<file path="src/rtl/input_conditioner.sv">
// input_conditioner: front-end conditioning for the LC-3 board top level.
// Push-buttons are synchronized, debounced and turned into a rising-edge
// one-shot; slide switches are only synchronized. Every output is driven
// straight from a flop, so no input reaches an output combinationally.
module input_conditioner #(
   parameter int DEBOUNCE_CYCLES = 1_000_000,
   parameter int SW_WIDTH        = 16
) (
   input  logic                clk,
   input  logic                reset,
   input  logic                run_i,
   input  logic                continue_i,
   input  logic [SW_WIDTH-1:0] sw_i,
   output logic                run_o,
   output logic                run_pulse_o,
   output logic                continue_o,
   output logic                continue_pulse_o,
   output logic [SW_WIDTH-1:0] sw_o
);

   // Counter just wide enough to hold DEBOUNCE_CYCLES; it saturates by
   // construction because it clears when it reaches the last count.
   localparam int              CNT_W    = $clog2(DEBOUNCE_CYCLES + 1);
   localparam logic [CNT_W-1:0] CNT_LAST = CNT_W'(DEBOUNCE_CYCLES - 1);

   // Index 0 is run, index 1 is continue.
   localparam int NUM_BTN = 2;

   logic [NUM_BTN-1:0]  btn_raw;
   logic [NUM_BTN-1:0]  btn_s1;
   logic [NUM_BTN-1:0]  btn_s2;
   logic [NUM_BTN-1:0]  btn_level;
   logic [NUM_BTN-1:0]  btn_pulse;
   logic [CNT_W-1:0]    btn_cnt [NUM_BTN];
   logic [SW_WIDTH-1:0] sw_s1;
   logic [SW_WIDTH-1:0] sw_s2;

   assign btn_raw = {continue_i, run_i};

   // Two-flop synchronizers for buttons and switches; only s2 is used downstream.
   always_ff @(posedge clk) begin
      if (reset) begin
         btn_s1 <= '0;
         btn_s2 <= '0;
         sw_s1  <= '0;
         sw_s2  <= '0;
      end else begin
         btn_s1 <= btn_raw;
         btn_s2 <= btn_s1;
         sw_s1  <= sw_i;
         sw_s2  <= sw_s1;
      end
   end

   // Per-button debounce: the level flips only after DEBOUNCE_CYCLES
   // consecutive mismatching samples; any agreeing sample restarts the count.
   // The pulse is registered alongside the 0->1 flip so both appear together.
   always_ff @(posedge clk) begin
      if (reset) begin
         btn_level <= '0;
         btn_pulse <= '0;
         for (int i = 0; i < NUM_BTN; i++) begin
            btn_cnt[i] <= '0;
         end
      end else begin
         for (int i = 0; i < NUM_BTN; i++) begin
            btn_pulse[i] <= 1'b0;
            if (btn_s2[i] == btn_level[i]) begin
               btn_cnt[i] <= '0;
            end else if (btn_cnt[i] == CNT_LAST) begin
               btn_level[i] <= ~btn_level[i];
               btn_pulse[i] <= ~btn_level[i];
               btn_cnt[i]   <= '0;
            end else begin
               btn_cnt[i] <= btn_cnt[i] + 1'b1;
            end
         end
      end
   end

   assign run_o            = btn_level[0];
   assign run_pulse_o      = btn_pulse[0];
   assign continue_o       = btn_level[1];
   assign continue_pulse_o = btn_pulse[1];
   assign sw_o             = sw_s2;

endmodule

</file>
<file path="config.mk">
export PLATFORM = sky130hd
export DESIGN_NAME = input_conditioner
export DESIGN_NICKNAME = d
export VERILOG_FILES = /design/src/rtl/input_conditioner.sv
export SDC_FILE = /design/constraint.sdc
export NUM_CORES = 1
export LEC_CHECK = 0
export BUFFER_PORTS_ARGS = -buffer_cell sky130_fd_sc_hd__buf_2
export CAP_MARGIN = 20
export CORE_MARGIN = 4
export CORE_UTILIZATION = 57
export DETAILED_ROUTE_END_ITERATION = 7
export PLACE_DENSITY = 0.83
export SLEW_MARGIN = 20
export SYNTH_ARGS = -nofsm -noshare
export SYNTH_HDL_FRONTEND = slang
export SYNTH_SLANG_ARGS = --single-unit
export TNS_END_PERCENT = 50
</file>
<file path="constraint.sdc">
create_clock -name clk -period 2.8 [get_ports clk]
set_input_delay 0.7 -clock clk [delete_from_list [all_inputs] [get_ports clk]]
set_output_delay 0.7 -clock clk [all_outputs]
set_load 0.02 [all_outputs]
</file>
# Word level (Yosys, flattened, before mapping)
# Memories as Yosys holds them, arrays and structs flattened.
# Index checks and enable logic that the tools add are counted.
dict set report classes {
  addsub 2
  n_eq_ne 4
  muxes 30
  bitwise_logic 12
  reduce_logical 4
}
# cell count
set op_table {}
lappend op_table {{$mux W20} 6}
lappend op_table {{$add A20 B1 Y20 const B} 2}
lappend op_table {{$eq A20 B20 Y1 const B} 2}
lappend op_table {{$mux W1} 24}
lappend op_table {{$not A1 Y1} 6}
lappend op_table {{$or A1 B1 Y1} 6}
lappend op_table {{$reduce_or A3 Y1} 2}
lappend op_table {{$reduce_and A2 Y1} 2}
lappend op_table {{$eq A1 B1 Y1} 2}
dict set report totals {
  reg_bits 40
  ramBits 40
  inputBits 20
  wordCells 61
  memories 1
}
# name words width read_ports rd_clocked_by_memory_dff wr line
set mem_list {}
lappend mem_list {btn_cnt 2 20 2 0 2 34} ;# logic [CNT_W-1:0] btn_cnt [NUM_BTN];

# Depth between registers and ports, before layout
# Gate-level depths: netlist (run 1).
dict set report logic_depth {
  depth_word 7
  depth_mapped 6
  mapped_depth_nobuf 5
}

# Least setup slack after synthesis (run 1)
# OpenSTA, ideal clock, no wires.
dict set report synth_timing {
  kind {register to register}
  from {mem btn_cnt[1][0] in the netlist's numbering}
  to {mem btn_cnt[1][10] in the netlist's numbering (data pin)}
  setup_ps 257
  t_arrival_ps 1722
  setup_slack_ps 821
  stages_incl_launch_ff 7
  synth_period_minus_slack_ps 1979
  cell_sequence {edfxtp_1 ha_1 and4_1 nand4b_1 o31ai_2 buf_2 nor2_1}
}
# element line
set synth_rtl {}
lappend synth_rtl {{from (decl)} 34}

==> summary.md, run 1 <==
| Metric | Value |
|---|---|
| Status | `finished clean` |
| CP startpoint kind | `register` |
| Warnings from Yosys | `0` |
| Place WS | `around 0.80 ns` |
| Post-synth EDFFs | `40` |
| Fin cells | `463` |
| CP Cell Sequence | `nand3_1 > or4_4 > or3_1 > a21oi_1` |
| # DRC | `0` |
| CP delay by family, top | `simple AND/OR/NAND/NOR gates` |
| Power Density | `~580 nW/um^2` |
| Io pins | `40` |
| Reg clk slew, reported paths | `0.09 ns` |
| Tightest Pin Transition | `0.5416 ns` |
| CTS buffer count | `9` |
| CP required | `about 3.0 ns` |
| Hpwl dp | `4.363 mm` |
| Highest clock rate | `approximately 500 MHz` |
| Diodes inserted | `0` |
| Via count | `approximately 2400` |
| Mapped Cells | `300` |
| CTS tree | `built` |
| WS Path Type | `reg2reg` |
| Layout cells sized above 1 | `17.14%` |
| Vias/cell | `5.201` |
| Core Box Area | `5608 um^2` |
| Port Buffers | `39` |
| Leakage power | `1.500 nW` |
| First-pass GRT wire length | `10.85 mm` |
| Row count | `27` |
| Fin. Hold Viols | `0` |
| First-pass iteration count of the detailed router | `4` |
| Hold_ws | `about 0.43 ns` |
| Routability Congestion | `0.8369` |
| Post-CTS sizing | `0` |
| Initial drt markers | `201` |
| TNS Setup | `0 ns` |
| Skew final | `0.009161 ns` |
| Final min period | `just over 2 ns` |
| Post-route ant nets | `0` |
| Vias in the first global route | `between 2000 and 2500` |
| Final Power | `2.320 mW` |
| Drt total wl | `6.143 mm` |
| Seq/Total Area, Yosys | `59.39%` |
| Worst Hold Launch | `sw_s1[3]$_SDFF_PP0_` |
| Clock sink count | `80` |
| # hold bufs at CTS | `0` |
| Worst VDD drop | `0.0004615 V` |
| CP arrival | `2.20 ns` |
| GRT Overall Usage | `19.00%` |
| Final instance area | `between 4000 and 5000 um^2` |
| Die Ht | `about 85 um` |
| RR Endpoint | `btn_cnt[0][19]$_SDFFCE_PN0P_` |
| Post-Syn Area per Cell | `11.24 um^2` |
| Max FO, Critical Path | `8` |
| Largest net degree at the start of global routing | `33` |
| CP Buf/Inv Count | `0` |
| WHS Endpoint | `sw_o[3]$_SDFF_PP0_` |
| Reg2Reg Depth | `4` |
| Area of the mapped netlist | `3371 um^2` |
| Initial Util | `60.11%` |
| Endpoint type of the worst setup path | `register` |
| Post-route setup slack | `0.7861 ns` |
| # nets final | `408` |
| Critical Path Max Stage Delay | `0.59 ns` |
| Worst hold-check path type | `reg2reg` |
| FFs w/ async S/R, synth | `0%` |
| Final slew viol count | `0` |
| H-tree Lvls | `3` |
| Die boundary width | `roughly 85 um` |
| Slew HR | `63.56%` |
| Post-CTS setup buffers | `0` |
| Die area | `7208 um^2` |
| Post-Route Utilization | `between 70% and 80%` |
| Clock root cell | `clkbuf_8` |
| Crit share post-route | `a little under three quarters` |
| Area of placed instances | `about 3800 um^2` |
| Skew-Pair Late Insertion Delay | `0.34 ns` |
| Flops & latches, synth | `80` |
| # setup viols final | `0` |
| DR WL/cell | `13.27 um` |
| Top_reg_cell synth | `edfxtp_1` |
| Layout overhead on the synthesized area | `19.15%` |
| Max cap viols | `0` |
| Netlist cell types | `42` |
| R2r setup slk | `0.79 ns` |
| RSZ-0062 raised after global routing | `no` |
| Initial antenna violation count | `0` |
| Hold path depth | `1` |
| Critical Path Slowest Stage Cell | `or4_4` |
| Post-Place Cells | `447` |
| Clock Tree Buf Depth | `2` |
| Reg2reg start | `btn_cnt[0][6]$_SDFFCE_PN0P_` |
| GRT overflow | `0` |
## flip-flops by register name, indices dropped and copies added, names as in the netlist
signal,cells
btn_cnt,40
btn_s1,2
btn_s2,2
sw_s1,16
btn_pulse,2
sw_o,16
btn_level,2
## cell usage in the layout, fill, tap and decap left out, types with 7 or more instances in the layout
cell type,instances
xnor2_1,18
nand3_1,16
edfxtp_1,40
nor4_1,10
nand4_1,11
nor2_1,37
nor2b_1,37
dfxtp_1,40
buf_2,39
a21oi_1,7
conb_1,40
nand2_1,7
clkbuf_8,9
inv_1,7
xor2_1,11
## how the worst max path moves through the flow
stage | startpoint | endpoint | slack, ns | depth (start not counted)
2_1_floorplan | btn_cnt[1][0]$_SDFFCE_PN0P_ | btn_cnt[1][10]$_SDFFCE_PN0P_ | 0.82 | 6
3_3_place_gp | btn_cnt[0][0]$_SDFFCE_PN0P_ | btn_cnt[0][18]$_SDFFCE_PN0P_ | 0.88 | 5
3_5_place_dp | btn_cnt[0][6]$_SDFFCE_PN0P_ | btn_cnt[0][19]$_SDFFCE_PN0P_ | 0.80 | 4
4_1_cts | btn_cnt[0][6]$_SDFFCE_PN0P_ | btn_cnt[0][19]$_SDFFCE_PN0P_ | 0.78 | 4
5_1_grt | btn_cnt[0][6]$_SDFFCE_PN0P_ | btn_cnt[0][19]$_SDFFCE_PN0P_ | 0.63 | 4
6_report | btn_cnt[0][6]$_SDFFCE_PN0P_ | btn_cnt[0][19]$_SDFFCE_PN0P_ | 0.79 | 4
## area by class of cell
class                   instances  area (um^2)
multi-input cells             246         1464
inverters                       7        26.28
repair buffers                 42        217.7
clock buffers                  11        152.6
well taps                      72        90.09
fillers                       420         1592
clock inverters                 5        63.81
flip-flops and latches         80         2002
## where the power goes
| part | switching [mW] | internal, mW | leakage [nW] | total (mW) |
|---|---|---|---|---|
| clock | 0.419 | 0.471 | 0.105 | 0.890 |
| sequential | 0.0387 | 1.28 | 0.743 | 1.31 |
| combinational | 0.0654 | 0.0500 | 0.653 | 0.115 |
## cell usage after synthesis, types with 2 or more instances
| cell | instances | area, um^2 |
|---|---|---|
| nor2_1 | 37 | 138.9 |
| and4_1 | 4 | 35.03 |
| nand2_1 | 7 | 26.28 |
| nor4b_1 | 4 | 35.03 |
| o21ai_0 | 5 | 25.02 |
| nor4_1 | 10 | 62.56 |
| xnor2_1 | 18 | 157.7 |
| edfxtp_1 | 40 | 1201 |
| or4_4 | 2 | 22.52 |
| a21oi_1 | 7 | 35.03 |
| ha_1 | 2 | 25.02 |
| nand4_1 | 11 | 68.82 |
| nand2b_1 | 2 | 12.51 |
| o31ai_1 | 3 | 22.52 |
| or4_1 | 3 | 22.52 |
| clkbuf_1 | 4 | 15.01 |
| dfxtp_1 | 40 | 800.8 |
| nand3_1 | 16 | 80.08 |
| inv_1 | 7 | 26.28 |
| xor2_1 | 11 | 96.34 |
| nor3_1 | 5 | 25.02 |
| nor2b_1 | 37 | 231.5 |
| and3_1 | 2 | 12.51 |
| buf_2 | 2 | 10.01 |
| or3_1 | 4 | 25.02 |
## worst register-to-register path, cell delays in order, from the launching register on
cell and delay, ns:
edfxtp_1 0.48, nand3_1 0.27, or4_4 0.60, or3_1 0.35, a21oi_1 0.17
## per-layer routing
metal	routed length [um]	part of all wire (%)	vias to the layer above	global-route usage (%)
met5	0	0	-	0
met4	123	2.0	0	8.633
met3	487	7.9	15	6.408
met2	2856	46	75	29.47
met1	2675	44	1110	24.16
li1	-	-	1208	-
## cell families after synthesis
| logic type | count (synthesis) | share of synthesized area [%] |
|---|---|---|
| simple gates | 151 | 25.87 |
| flops | 80 | 59.39 |
| xor+xnor | 29 | 7.535 |
| compound gates | 23 | 4.528 |
| buf+inv | 13 | 1.522 |
| fa+ha+maj | 2 | 0.7423 |
| other cells | 1 | 0.1113 |
| mux | 1 | 0.2970 |
(Power assumes the default switching activity.)
==> inputs of run 2 (changes only) <==
- ABC_AREA: not set -> 1
- CORE_UTILIZATION: 57 -> 58
- PLACE_DENSITY: 0.83 -> 0.84
- clock period: 2.8 -> 2.1 ns (I/O delays scaled with it)
==> run 2 against run 1 <==
First-iteration DRC count down 10%. Synthesized area up 9.0%. Worst setup slack got worse by 0.39 ns. Maximum frequency rose by 18%. Clock power grew 25%.
==> summary.md, run 2 <==
| Metric | Value |
|---|---|
| Clock sink count | `80` |
| Mapped Cells | `460` |
| Die area | `7671 um^2` |
| Die boundary width | `87.59 um` |
| Worst hold-check path type | `in2reg` |
| Layout cells sized above 1 | `12.00%` |
| Final slew viol count | `0` |
| Post-synth EDFFs | `40` |
| FFs w/ async S/R, synth | `0%` |
| GRT overflow | `0` |
| Leakage power | `between 1.5 and 2 nW` |
| Area of placed instances | `4086 um^2` |
| Clock Tree Buf Depth | `2` |
| Seq/Total Area, Yosys | `a little over half` |
| Largest Register | `btn_cnt` |
| GRT Overall Usage | `approximately a fifth` |
| TNS Setup | `0 ns` |
| Critical Path Max Stage Delay | `between 0.3 and 0.4 ns` |
| Layout overhead on the synthesized area | `16.72%` |
| RSZ-0062 raised after global routing | `no` |
| Io pins | `40` |
| R2r setup slk | `0.40 ns` |
| Port Buffers | `39` |
| H-tree Lvls | `3` |
| Max FO, Critical Path | `13` |
| CP arrival | `1.80 ns` |
| Via count | `3018` |
| CP startpoint kind | `register` |
| CP delay by family, top | `simple AND/OR/NAND/NOR gates` |
| CP required | `2.20 ns` |
| Most common cell after layout, fill and taps aside | `nor2_1` |
| Worst VDD drop | `0.0005758 V` |
| Hpwl dp | `5.298 mm` |
| Reg2reg start | `btn_cnt[1][0]$_SDFFCE_PN0P_` |
| Initial Util | `slightly above 60%` |
| Top cell type's share of synthesized area | `32.70%` |
| Post-CTS sizing | `0` |
| Skew-Pair Late Insertion Delay | `0.35 ns` |
| Vias in the first global route | `2992` |
| Fin. Hold Viols | `0` |
| Flops & latches, synth | `80` |
| Most numerous cell in the Yosys netlist | `nor2_1` |
| Critical Path Slowest Stage Cell | `edfxtp_1` |
| Hold_ws | `0.3734 ns` |
| Synth top area cells | `edfxtp_1 (33%), dfxtp_1 (22%), nor2_1 (13%), nand2_1 (9.4%), inv_1 (7.3%)` |
| Core Box Area | `6026 um^2` |
| Area of the mapped netlist | `3674 um^2` |
| # DRC | `0` |
| Worst Hold Launch | `sw_i[14]` |
| Top_reg_cell synth | `edfxtp_1` |
| WS Path Type | `reg2reg` |
| Diodes inserted | `0` |
| Highest clock rate | `587.1 MHz` |
| Endpoint type of the worst setup path | `register` |
| Clock root cell | `clkbuf_8` |
| Largest net degree at the start of global routing | `39` |
| CP Buf/Inv Count | `1` |
| Crit share post-route | `81.10%` |
| First-pass iteration count of the detailed router | `4` |
| Routability Congestion | `approximately 0.9` |
| Top post-synthesis cells by count | `nor2_1 (123), nand2_1 (92), inv_1 (71)` |
| Post-synth top area cell | `edfxtp_1` |
| # setup viols final | `0` |
| Row count | `28` |
| Drt total wl | `6.980 mm` |
| Post-Syn Area per Cell | `approximately 8 um^2` |
| Netlist cell types | `27` |
| # hold bufs at CTS | `0` |
| Crit path top cell by count | `nand3_1` |
| Final instance area | `~4300 um^2` |
| Initial drt markers | `181` |
| CP startpoint | `btn_cnt[1][0]$_SDFFCE_PN0P_` |
| CP Cell Sequence | `ha_1 > nand3_1 > nor3_1 > nand3_1 > nand2_1 > buf_4 > a21oi_1` |
| CTS tree | `built` |
| Reg clk slew, reported paths | `0.08 ns` |
| First-pass GRT wire length | `~12 mm` |
| Post-route ant nets | `0` |
| DR WL/cell | `between 10 and 15 um` |
| Warnings from Yosys | `0` |
| Max FFs per register | `40` |
| Die Ht | `between 80 and 90 um` |
| # nets final | `567` |
| Final min period | `1.703 ns` |
| Vias/cell | `just under 5` |
| Most frequent cells in the layout | `nor2_1 (123), nand2_1 (92), inv_1 (71)` |
| Power Density | `706.3 nW/um^2` |
| Skew final | `0.006531 ns` |
| CTS buffer count | `9` |
| Max cap viols | `0` |
| Initial antenna violation count | `0` |
| Status | `finished clean` |
| Post-CTS setup buffers | `0` |
[run 2: changes by cell type after synthesis, moves of 7 or more]
| cell | delta |
|---|---|
| nor2_1 | +86 |
| inv_1 | +64 |
| nor4_1 | -10 |
| xnor2_1 | -11 |
| nand2_1 | +85 |
| nand4_1 | -7 |
| nor2b_1 | -37 |
| a21oi_1 | +7 |
| nand3_1 | +12 |
[run 2: final timing paths]
check | depth (start not counted) | end
worst max-delay path | 7 | btn_cnt[1][13]$_SDFFCE_PN0P_
worst min-delay path | 3 | sw_s1[14]$_SDFF_PP0_
worst max register to register | 7 | btn_cnt[1][13]$_SDFFCE_PN0P_
worst min register to register | 2 | sw_o[6]$_SDFF_PP0_
[run 2: per-layer routing]
metal  global-route usage [%]  routed length [um]  vias up
met1                    20.47                2721     1368
li1                         -                   -     1547
met2                    38.15                3771       89
met5                        0                   0        -
met3                    5.738                 334       14
met4                    8.508                 153        0
[run 2: kinds of logic (layout without fill, tap and decap cells)]
kind of cell / count (synthesis) / count (layout) / share of synthesized area (%)
buffers and inverters: 78 / 129 / 8.481
AOI/OAI and AO/OA: 19 / 19 / 2.657
other: 1 / 40 / 0.1021
xor gates and xnor gates: 16 / 16 / 3.815
adders and majority gates: 2 / 2 / 0.6811
DFF: 80 / 80 / 54.50
and+or+nand+nor: 264 / 264 / 29.77
[run 2: cell type report]
class | count | area (um^2)
clock buffer | 12 | 177.7
clock inverter | 4 | 23.77
fill | 459 | 1738
inverter | 71 | 266.5
multi-input combinational | 341 | 1506
sequential | 80 | 2002
tap | 75 | 93.84
timing repair buffer | 42 | 217.7
[run 2: report_power, final]
group | internal (mW) | switching (mW)
combinational | 0.0625 | 0.111
clock | 0.571 | 0.535
sequential | 1.70 | 0.0472
[run 2: worst reg2reg max path: cells and delay by family, from the launching register on]
family / cells / cell delay (ns)
AND/OR/NAND/NOR: 4 / 0.62
flip-flops: 1 / 0.38
AO/OA/AOI/OAI: 1 / 0.06
adder cells (fa/ha/maj): 1 / 0.20
buffers and inverters: 1 / 0.20
[run 2: stage by stage]
step	worst slack, ns	power [mW]	util, %	std cells
final	0.3968	3.028	71.16	625
after global routing	0.2549	3.158	71.16	625
after CTS	0.3783	3.053	71.16	625
after detailed placement	0.3899	1.955	67.82	609
after global placement	0.4704	1.943	67.82	609
after floorplan	0.5889	1.894	-	499
==> inputs of run 3 (changes only) <==
- clock period: 2.1 -> 1.8 ns (I/O delays scaled with it)
==> run 3 against run 2 <==
Sequential share of layout area fell by 0.19 points. Global-route usage fell by 0.22 points. Clock skew rose by 0.0010 ns. Worst setup slack got worse by 0.30 ns. Power rose by 14%. Count of clock-buffer cells in the layout fell by 1. Clock power rose by 8%. Sequential power rose by 17%. Cell area rose by 0.41%. First-iteration DRC count fell by 22%. Critical path depth did not move.
==> summary.md, run 3 (synthesis results as in run 2) <==
| Metric | Value |
|---|---|
| Max FO, Critical Path | `13` |
| Most frequent cells in the layout | `nor2_1 (123), nand2_1 (92), inv_1 (71)` |
| Post-Route Utilization | `71.45%` |
| Port Buffers | `39` |
| Share of power burned in registers | `between 50% and 60%` |
| Row count | `28` |
| Clock sink count | `80` |
| Endpoint type of the worst setup path | `register` |
| # nets final | `570` |
| Critical Path Slowest Stage Cell | `edfxtp_1` |
| Die area | `7671 um^2` |
| CTS tree | `built` |
| Worst VDD drop | `0.0006028 V` |
| Sw frac | `approximately a quarter` |
| Final Power | `3.445 mW` |
| Critical Path Max Stage Delay | `between 0.3 and 0.4 ns` |
| Skew-Pair Late Insertion Delay | `0.34 ns` |
| Core Box Area | `approximately 6000 um^2` |
| First-pass GRT wire length | `11.99 mm` |
| Final slew viol count | `0` |
| Max FFs per register | `40` |
| Status | `finished clean` |
| NetSw | `803.3 uW` |
| Max cap viols | `0` |
| Fin cells | `628` |
| Clock Tree Buf Depth | `2` |
| Fin. Hold Viols | `0` |
| Place WS | `0.09318 ns` |
| CP required | `1.89 ns` |
| Clock root cell | `clkbuf_8` |
| Hpwl dp | `between 5 and 6 mm` |
| Vias/cell | `4.806` |
| Leakage power | `1.920 nW` |
| Worst Hold Launch | `sw_i[7]` |
| # setup viols final | `0` |
| CP startpoint kind | `register` |
| Post-Place Cells | `610` |
| Io pins | `40` |
| Post-route setup slack | `between 0.09 and 0.1 ns` |
| Die Ht | `87.59 um` |
| # DRC | `0` |
| Reg clk slew, reported paths | `roughly 0.080 ns` |
| Drt total wl | `around 7.1 mm` |
| Final min period | `1.702 ns` |
| Diodes inserted | `0` |
| Largest Register | `btn_cnt` |
| First-pass iteration count of the detailed router | `4` |
| Via count | `3018` |
| H-tree Lvls | `3` |
| Reg2reg start | `btn_cnt[1][0]$_SDFFCE_PN0P_` |
| Initial antenna violation count | `0` |
| Pint | `roughly 2.6 mW` |
| Initial Util | `60.96%` |
| Clock power share | `34.8%` |
| Gate power share | `under 10%` |
| CP Cell Sequence | `ha_2 > nand3_2 > nor3_2 > nand3_1 > nand2_1 > buf_6 > a21oi_1` |
| Initial drt markers | `141` |
| Crit share post-route | `94.54%` |
| CP arrival | `1.79 ns` |
| CP startpoint | `btn_cnt[1][0]$_SDFFCE_PN0P_` |
| DR WL/cell | `around 11 um` |
| TNS Setup | `0 ns` |
| Worst hold-check path type | `in2reg` |
| Skew final | `~0.0076 ns` |
| WS Path Type | `reg2reg` |
| # hold bufs at CTS | `0` |
| Layout overhead on the synthesized area | `17.20%` |
| Die boundary width | `87.59 um` |
| CP Buf/Inv Count | `1` |
| Post-route ant nets | `0` |
| Layout cells sized above 1 | `13.02%` |
| GRT Overall Usage | `19.94%` |
| GRT overflow | `0` |
| CTS buffer count | `9` |
| Routability Congestion | `0.8815` |
| Highest clock rate | `587.6 MHz` |
| Power Density | `800.3 nW/um^2` |
| CP delay by family, top | `simple AND/OR/NAND/NOR gates` |
| Most common cell after layout, fill and taps aside | `nor2_1` |
| Largest net degree at the start of global routing | `39` |
| Fillers | `approximately 480` |
| Vias in the first global route | `2963` |
-- run 3: through the flow --
step           hold slack [ns]  cell area (um^2)
2_1_floorplan           0.3883              3820
4_1_cts                 0.2937              4274
6_report                0.3106              4305
3_5_place_dp            0.3952              4094
5_1_grt                 0.2896              4305
3_3_place_gp            0.3883              4094
-- run 3: repair_timing --
item                       in CTS  in global routing
gates resized for setup         0                  5
setup buffers                   0                  2
setup endpoints to repair       0                 21
-- run 3: worst paths after layout --
| check | end | slack (ns) | cells after the start |
|---|---|---|---|
| min | sw_s1[7]$_SDFF_PP0_ | 0.31 | 3 |
| min reg2reg | btn_s2[0]$_SDFF_PP0_ | 0.40 | 2 |
| max reg2reg | btn_cnt[1][13]$_SDFFCE_PN0P_ | 0.1 | 7 |
| max | btn_cnt[1][13]$_SDFFCE_PN0P_ | 0.1 | 7 |
-- run 3: final cells by class --
cell class                      count  area (um^2)  share of cell area, %
Tap cell                           75        93.84                  2.180
Inverter                           71        266.5                  6.190
Sequential cell                    80         2002                  46.50
Timing Repair Buffer               45        244.0                  5.667
Clock buffer                       11        152.6                  3.545
Clock inverter                      5        27.53                 0.6393
Multi-Input combinational cell    341         1519                  35.28
-- run 3: worst min-delay path: stages --
cell and delay, ns:
buf_2 0.10, inv_1 0.04, nor2_1 0.03
-- run 3: power by group through the flow --
stage	Combinational, mW	Sequential (mW)	Clock, mW
final	0.207	2.04	1.20
after global routing	0.242	2.05	1.30
after CTS	0.203	2.04	1.23
after detailed placement	0.201	2.08	0
after global placement	0.192	2.08	0
after floorplan	0.125	2.08	0
-- run 3: metal layers --
layer	track usage, %	share of wire (%)	vias to the layer above
li1	-	-	1552
met1	20.35	39	1380
met2	38.01	55	73
met3	5.550	4.0	13
met4	7.810	1.5	0
met5	0	0	-
